`config.mk`:
```
export PLATFORM = sky130hd
export DESIGN_NAME = counter_3b_arbiter_flat
export DESIGN_NICKNAME = d
export VERILOG_FILES = /design/src/rtl/counter_3b_arbiter_if.sv /design/src/rtl/counter_3b_arbiter.sv /design/src/flat_wrapper.sv
export SDC_FILE = /design/constraint.sdc
export NUM_CORES = 1
export LEC_CHECK = 0
export CAP_MARGIN = 15
export CORE_MARGIN = 10
export CORE_UTILIZATION = 40
export CTS_CLUSTER_DIAMETER = 200
export CTS_CLUSTER_SIZE = 30
export DETAILED_ROUTE_END_ITERATION = 16
export HOLD_SLACK_MARGIN = 0.03
export PLACE_DENSITY = 0.78
export SKIP_CTS_REPAIR_TIMING = 1
export SYNTH_ARGS = -nofsm -noshare
export SYNTH_HDL_FRONTEND = slang
export SYNTH_SLANG_ARGS = --single-unit
```
`constraint.sdc`:
```
create_clock -name clk -period 1.7 [get_ports clk]
set_input_delay 0.34 -clock clk [delete_from_list [all_inputs] [get_ports clk]]
set_output_delay 0.34 -clock clk [all_outputs]
set_load 0.02 [all_outputs]
```
`src/rtl/counter_3b_arbiter_if.sv`:
```
// Request/grant bundle between the lab datapath requesters and the shared counter.
// The requester side drives req and lengths; the arbiter drives grant, count and completion.
interface counter_3b_arbiter_if #(
  parameter int W = 3
) ();
  logic [1:0]   req;
  logic [W-1:0] len0;
  logic [W-1:0] len1;
  logic [1:0]   gnt;
  logic         busy;
  logic [W-1:0] q;
  logic [1:0]   done;

  modport master (
    output req, len0, len1,
    input  gnt, busy, q, done
  );

  modport slave (
    input  req, len0, len1,
    output gnt, busy, q, done
  );
endinterface

```
`src/rtl/counter_3b_arbiter.sv`:
```
// Round-robin arbiter sharing one W-bit up-counter between two requesters.
// A grant runs the counter from 0 to the latched length, pulses done, then frees it.
module counter_3b_arbiter #(
  parameter int W = 3
) (
  input  logic                 clk,
  input  logic                 rst,
  counter_3b_arbiter_if.slave  bus
);

  localparam logic [1:0] ST_IDLE = 2'd0;
  localparam logic [1:0] ST_RUN  = 2'd1;
  localparam logic [1:0] ST_DONE = 2'd2;

  logic [1:0]   state;
  logic [1:0]   gnt_r;
  logic         busy_r;
  logic [W-1:0] q_r;
  logic [1:0]   done_r;
  logic [W-1:0] len_l;
  logic         gidx;       // index of the requester currently granted
  logic         last;       // index of the requester served most recently

  logic         pick_idx;
  logic [W-1:0] pick_len;
  logic [1:0]   pick_oh;
  logic         run_hit;
  logic         run_abort;

  // NOTE: every signal assigned in always_comb gets a default first, so no
  // path through the block leaves it unassigned and no latch is inferred.
  always_comb begin
    pick_idx = 1'b0;
    if (bus.req == 2'b11) begin
      pick_idx = ~last;
    end else begin
      pick_idx = bus.req[1];
    end
    pick_oh  = pick_idx ? 2'b10 : 2'b01;
    pick_len = pick_idx ? bus.len1 : bus.len0;
  end

  // Withdrawal wins over reaching the terminal count on the same edge.
  assign run_abort = !bus.req[gidx];
  assign run_hit   = (q_r == len_l);

  // NOTE: sequential state uses non-blocking assignments only, and the reset
  // is sampled on the clock edge, so it is just the highest-priority branch.
  always_ff @(posedge clk) begin
    if (rst) begin
      state  <= ST_IDLE;
      gnt_r  <= 2'b00;
      busy_r <= 1'b0;
      q_r    <= '0;
      done_r <= 2'b00;
      len_l  <= '0;
      gidx   <= 1'b0;
      last   <= 1'b1;
    end else begin
      case (state)
        ST_IDLE: begin
          if (bus.req != 2'b00) begin
            state  <= ST_RUN;
            gidx   <= pick_idx;
            gnt_r  <= pick_oh;
            len_l  <= pick_len;
            busy_r <= 1'b1;
            q_r    <= '0;
          end
        end

        ST_RUN: begin
          if (run_abort) begin
            state  <= ST_IDLE;
            gnt_r  <= 2'b00;
            busy_r <= 1'b0;
            q_r    <= '0;
            last   <= gidx;
          end else if (run_hit) begin
            state  <= ST_DONE;
            done_r <= gnt_r;
          end else begin
            q_r <= q_r + W'(1);
          end
        end

        ST_DONE: begin
          state  <= ST_IDLE;
          gnt_r  <= 2'b00;
          busy_r <= 1'b0;
          q_r    <= '0;
          done_r <= 2'b00;
          last   <= gidx;
        end

        default: begin
          state  <= ST_IDLE;
          gnt_r  <= 2'b00;
          busy_r <= 1'b0;
          q_r    <= '0;
          done_r <= 2'b00;
        end
      endcase
    end
  end

  assign bus.gnt  = gnt_r;
  assign bus.busy = busy_r;
  assign bus.q    = q_r;
  assign bus.done = done_r;

  // Structural guarantees that hold in every state.
  a_gnt_onehot : assert property (@(posedge clk) disable iff (rst)
    gnt_r != 2'b11);
  a_busy_gnt   : assert property (@(posedge clk) disable iff (rst)
    busy_r == (gnt_r != 2'b00));
  a_done_gnt   : assert property (@(posedge clk) disable iff (rst)
    (done_r != 2'b00) |-> (done_r == gnt_r && state == ST_DONE));

endmodule

```
`src/flat_wrapper.sv`:
```
// flat-port wrapper written by rule: the top's interface ports become plain ports
module counter_3b_arbiter_flat 
#(
  parameter int W = 3
)
  (clk, rst, bus_req, bus_len0, bus_len1, bus_gnt, bus_busy, bus_q, bus_done);
  counter_3b_arbiter_if #(.W(W)) bus_i ();
  input  logic clk;
  input  logic rst;
  input wire logic [$bits(bus_i.req)-1:0] bus_req;
  input wire logic [$bits(bus_i.len0)-1:0] bus_len0;
  input wire logic [$bits(bus_i.len1)-1:0] bus_len1;
  output wire logic [$bits(bus_i.gnt)-1:0] bus_gnt;
  output wire logic [$bits(bus_i.busy)-1:0] bus_busy;
  output wire logic [$bits(bus_i.q)-1:0] bus_q;
  output wire logic [$bits(bus_i.done)-1:0] bus_done;
  assign bus_i.req = bus_req;
  assign bus_i.len0 = bus_len0;
  assign bus_i.len1 = bus_len1;
  assign bus_gnt = bus_i.gnt;
  assign bus_busy = bus_i.busy;
  assign bus_q = bus_i.q;
  assign bus_done = bus_i.done;
  counter_3b_arbiter #(.W(W)) u_core (.clk(clk), .rst(rst), .bus(bus_i));
endmodule
```
==> metrics.yaml, run 1 <==
worst_setup_path:
  crit_end: "bus_gnt[1]"
  crit_path_top_delay_cell: "clkdlybuf4s50_1"
  critical_path_class: "reg -> out"
  r2r_start: "u_core.bus.q[2]"
  crit_path_start: "u_core.bus.gnt[1]"
  crit_path_max_fanout: 3
  cp.arrival_ns: 1.30
  cp-end-kind: "primary output"
  rrSetupSlack_ns: 0.07
  crit_buf_inv: 1
  crit_chain: "clkdlybuf4s50_1"
  critPathTopFamily: "buffers and inverters"
  cp_data_required_time_ns: 1.36
  cpPeakStageDelay_ns: 0.64
  start_kind: "flip-flop"
  cp.depth: 1
  rr_endpoint: "u_core.bus.q[1]"
  reg2reg_depth: 4
pwr:
  power_frac_clock_pct: 21.7
  leakage_nw: 0.492
  pwr-share-seq_pct: 44.3
  p_per_area_nw_per_um2: 842
  p_sw_uw: 305
  total_power_uw: 934
  vdd_drop_max_uv: 434
  pwr-share-comb_pct: 34.0
  switching_share_pct: 32.7
  internal-power_uw: 629
global_routing:
  grt.overflow.total: 0
  grt_antenna_before_repair: 0
  grt_pass1_vias: 796
  grt_max_degree: 11
  grt_pass1_wl_um: 3380
  grt.total_usage_pct: 9.84
floorplanning:
  die_area_um2: 4170
  start_util_pct: 41.3
  row_count: 16
  io_pins: 18
  coreArea_um2: 1920
  die_y_um: 64.6
  die_w_um: 64.6
finish:
  final_cell_mix: "dfxtp_1 (15), clkdlybuf4s50_1 (14), buf_4 (14)"
  area_growth_pct: 39.7
  fin_nets: 130
  fill_cells: 175
  n_antenna_cell: 0
  final_common_cell: "dfxtp_1"
  drive_above_1_share_pct: 18.1
sta:
  hold_violations: 0
  max_freq_mhz: 609
  slew_violations: 0
  setup_viol: 0
  timing.slew.headroom_pct: 69.4
  rsz0062_at_grt: "false"
  fin_skew_ns: 0.00123
  tightest_slew_ns: 0.455
  setup_ws_ns: 0.0567
  period_share_pct: 96.7
  fin_crit_ns: 1.64
synth:
  netlist_area_um2: 795
  syn-num-nets: 99
  yosysUniqueCellTypes: 38
  ys_seq_elements: 15
  syn_avg_cell_area_um2: 9.24
  yosysWarningCount: 0
  yosysSeqAreaShare_pct: 37.8
  synthCells: 86
run_status:
  status: "finished, final reports clean"
place:
  io_buffer_count: 17
  hpwl_um: 1560
  place_ws_ns: -0.127
  gp_congestion: 0.761
route:
  ant_nets: 0
  wl_per_cell_um: 14.0
  drt_pass1_iterations: 5
  drt_iter0_markers: 21
  drc: 0
  wl_um: 2000
  vias_per_cell: 5.50
  vias: 787
cts:
  cts_tree: "done"
  clk_latency_ns: 0.28
  clockRootBuffer: "clkbuf_4"
  htreeDepth: 1
  numClockSinks: 15
  cts_max_path_buffers: 2
  clkTransAtPathRegs_ns: 0.08
  numCtsBuffers: 3
run:
  cap_violations: 0
worst_hold_path:
  holdPathStages: 1
  hold_path_class: "reg -> reg"
-- worst register-to-register path, delay by kind of cell (launching register included) --
kind,cells,cell delay (ns)
flip-flops,1,0.42
AO/OA/AOI/OAI,1,0.07
XOR/XNOR,1,0.13
AND/OR/NAND/NOR,2,0.95
-- routing by layer --
metal  vias up  part of all wire (%)  GRT usage [%]
li1        376                     -              -
met1       366                    43           10.4
met2        32                    49           17.6
met3        13                   4.2           2.58
met4         0                   3.5           4.81
met5         -                     0              0
-- stage by stage --
step	hold slack, ns	setup TNS (ns)	cell area, um^2	std cells	utilization [%]
CTS	0.488	-0.00453	1100	143	57.4
global placement	0.460	-0.427	1080	139	56.0
finish	0.487	0	1110	143	57.7
detailed placement	0.463	-0.734	1080	139	56.0
floorplan	0.477	0	795	86	-
global route	0.510	0	1110	143	57.7
-- state kept, by name (all words and copies together) (netlist names) --
register and flops:
u_core.bus.busy 1, u_core.len_l 3, u_core.last 1, u_core.state 2
u_core.bus.done 2, u_core.bus.gnt 2, u_core.gidx 1, u_core.bus.q 3
-- power by group through the flow --
stage	registers (mW)	logic (mW)	clock network, mW
floorplan	0.428	0.191	0
global placement	0.419	0.305	0
detailed placement	0.421	0.313	0
CTS	0.413	0.317	0.210
global route	0.416	0.348	0.229
finish	0.414	0.317	0.203
-- cells in the mapped netlist (all sizes together) --
library cell  instances  area share, %
dfxtp                15             38
nor2                  8            3.8
inv                   5            2.4
nand2                 5            2.4
clkbuf                4            2.0
mux2i                 4            5.0
nand2b                4            3.1
o211ai                4            4.4
a211oi                3            2.8
ha                    3            4.7
xor2                  3            3.3
a21boi                2            1.9
a21oi                 2            1.3
a22o                  2            2.2
nor4                  2            3.5
o21ai                 2            1.3
or3                   2            2.2
a221oi                1            1.1
a22oi                 1           0.95
a2bb2oi               1            1.1
a311o                 1            1.3
a31oi                 1           0.79
a32oi                 1            1.1
buf                   1            1.4
nand4                 1           0.79
nand4b                1            1.1
nor2b                 1           0.79
nor3                  1           0.63
nor3b                 1           0.95
o21a                  1           0.95
o31ai                 1           0.95
or3b                  1            1.1
or4                   1           0.95
-- worst min-delay path by stage --
stage | to | from | slack (ns)
6_report | u_core.bus.done[1] | u_core.bus.done[1] | 0.49
5_1_grt | u_core.bus.done[1] | u_core.bus.done[1] | 0.51
4_1_cts | u_core.bus.done[1] | u_core.bus.done[1] | 0.49
3_5_place_dp | u_core.bus.done[1] | u_core.bus.done[1] | 0.46
3_3_place_gp | u_core.bus.done[0] | u_core.bus.done[0] | 0.46
2_1_floorplan | u_core.gidx | u_core.gidx | 0.48
-- final cells by class --
| class | instances | area [um^2] | share of cell area (%) |
|---|---|---|---|
| clock buffers | 4 | 26.3 | 2.37 |
| inverters | 5 | 18.8 | 1.69 |
| multi-input cells | 61 | 448 | 40.4 |
| flip-flops and latches | 15 | 300 | 27.1 |
| well taps | 27 | 33.8 | 3.04 |
| repair buffers | 31 | 283 | 25.5 |
-- cell families after synthesis --
| group | Yosys count | share of synthesized area (%) |
|---|---|---|
| AND/OR/NAND/NOR | 28 | 21.3 |
| adder cells (fa/ha/maj) | 3 | 4.72 |
| flip-flops | 15 | 37.8 |
| buffers and inverters | 10 | 5.83 |
| AO/OA/AOI/OAI | 23 | 22.1 |
| XOR/XNOR | 3 | 3.31 |
| multiplexers | 4 | 5.04 |
Note: power is estimated with default switching activity, not from simulation.
==> inputs of run 2 (changes only) <==
--- a/config.mk
+++ b/config.mk
@@ -17,3 +17,4 @@
 export SYNTH_ARGS = -nofsm -noshare
 export SYNTH_HDL_FRONTEND = slang
 export SYNTH_SLANG_ARGS = --single-unit
+export TNS_END_PERCENT = 20
==> results of run 2 <==
No change in the layout: final DEF, timing and power equal those of run 1.
==> inputs of run 3 (changes only) <==
--- a/config.mk
+++ b/config.mk
@@ -9,7 +9,6 @@
 export CORE_MARGIN = 10
 export CORE_UTILIZATION = 40
 export CTS_CLUSTER_DIAMETER = 200
-export CTS_CLUSTER_SIZE = 30
 export DETAILED_ROUTE_END_ITERATION = 16
 export HOLD_SLACK_MARGIN = 0.03
 export PLACE_DENSITY = 0.78
==> results of run 3 <==
No change in the layout: final DEF, timing and power equal those of run 1.
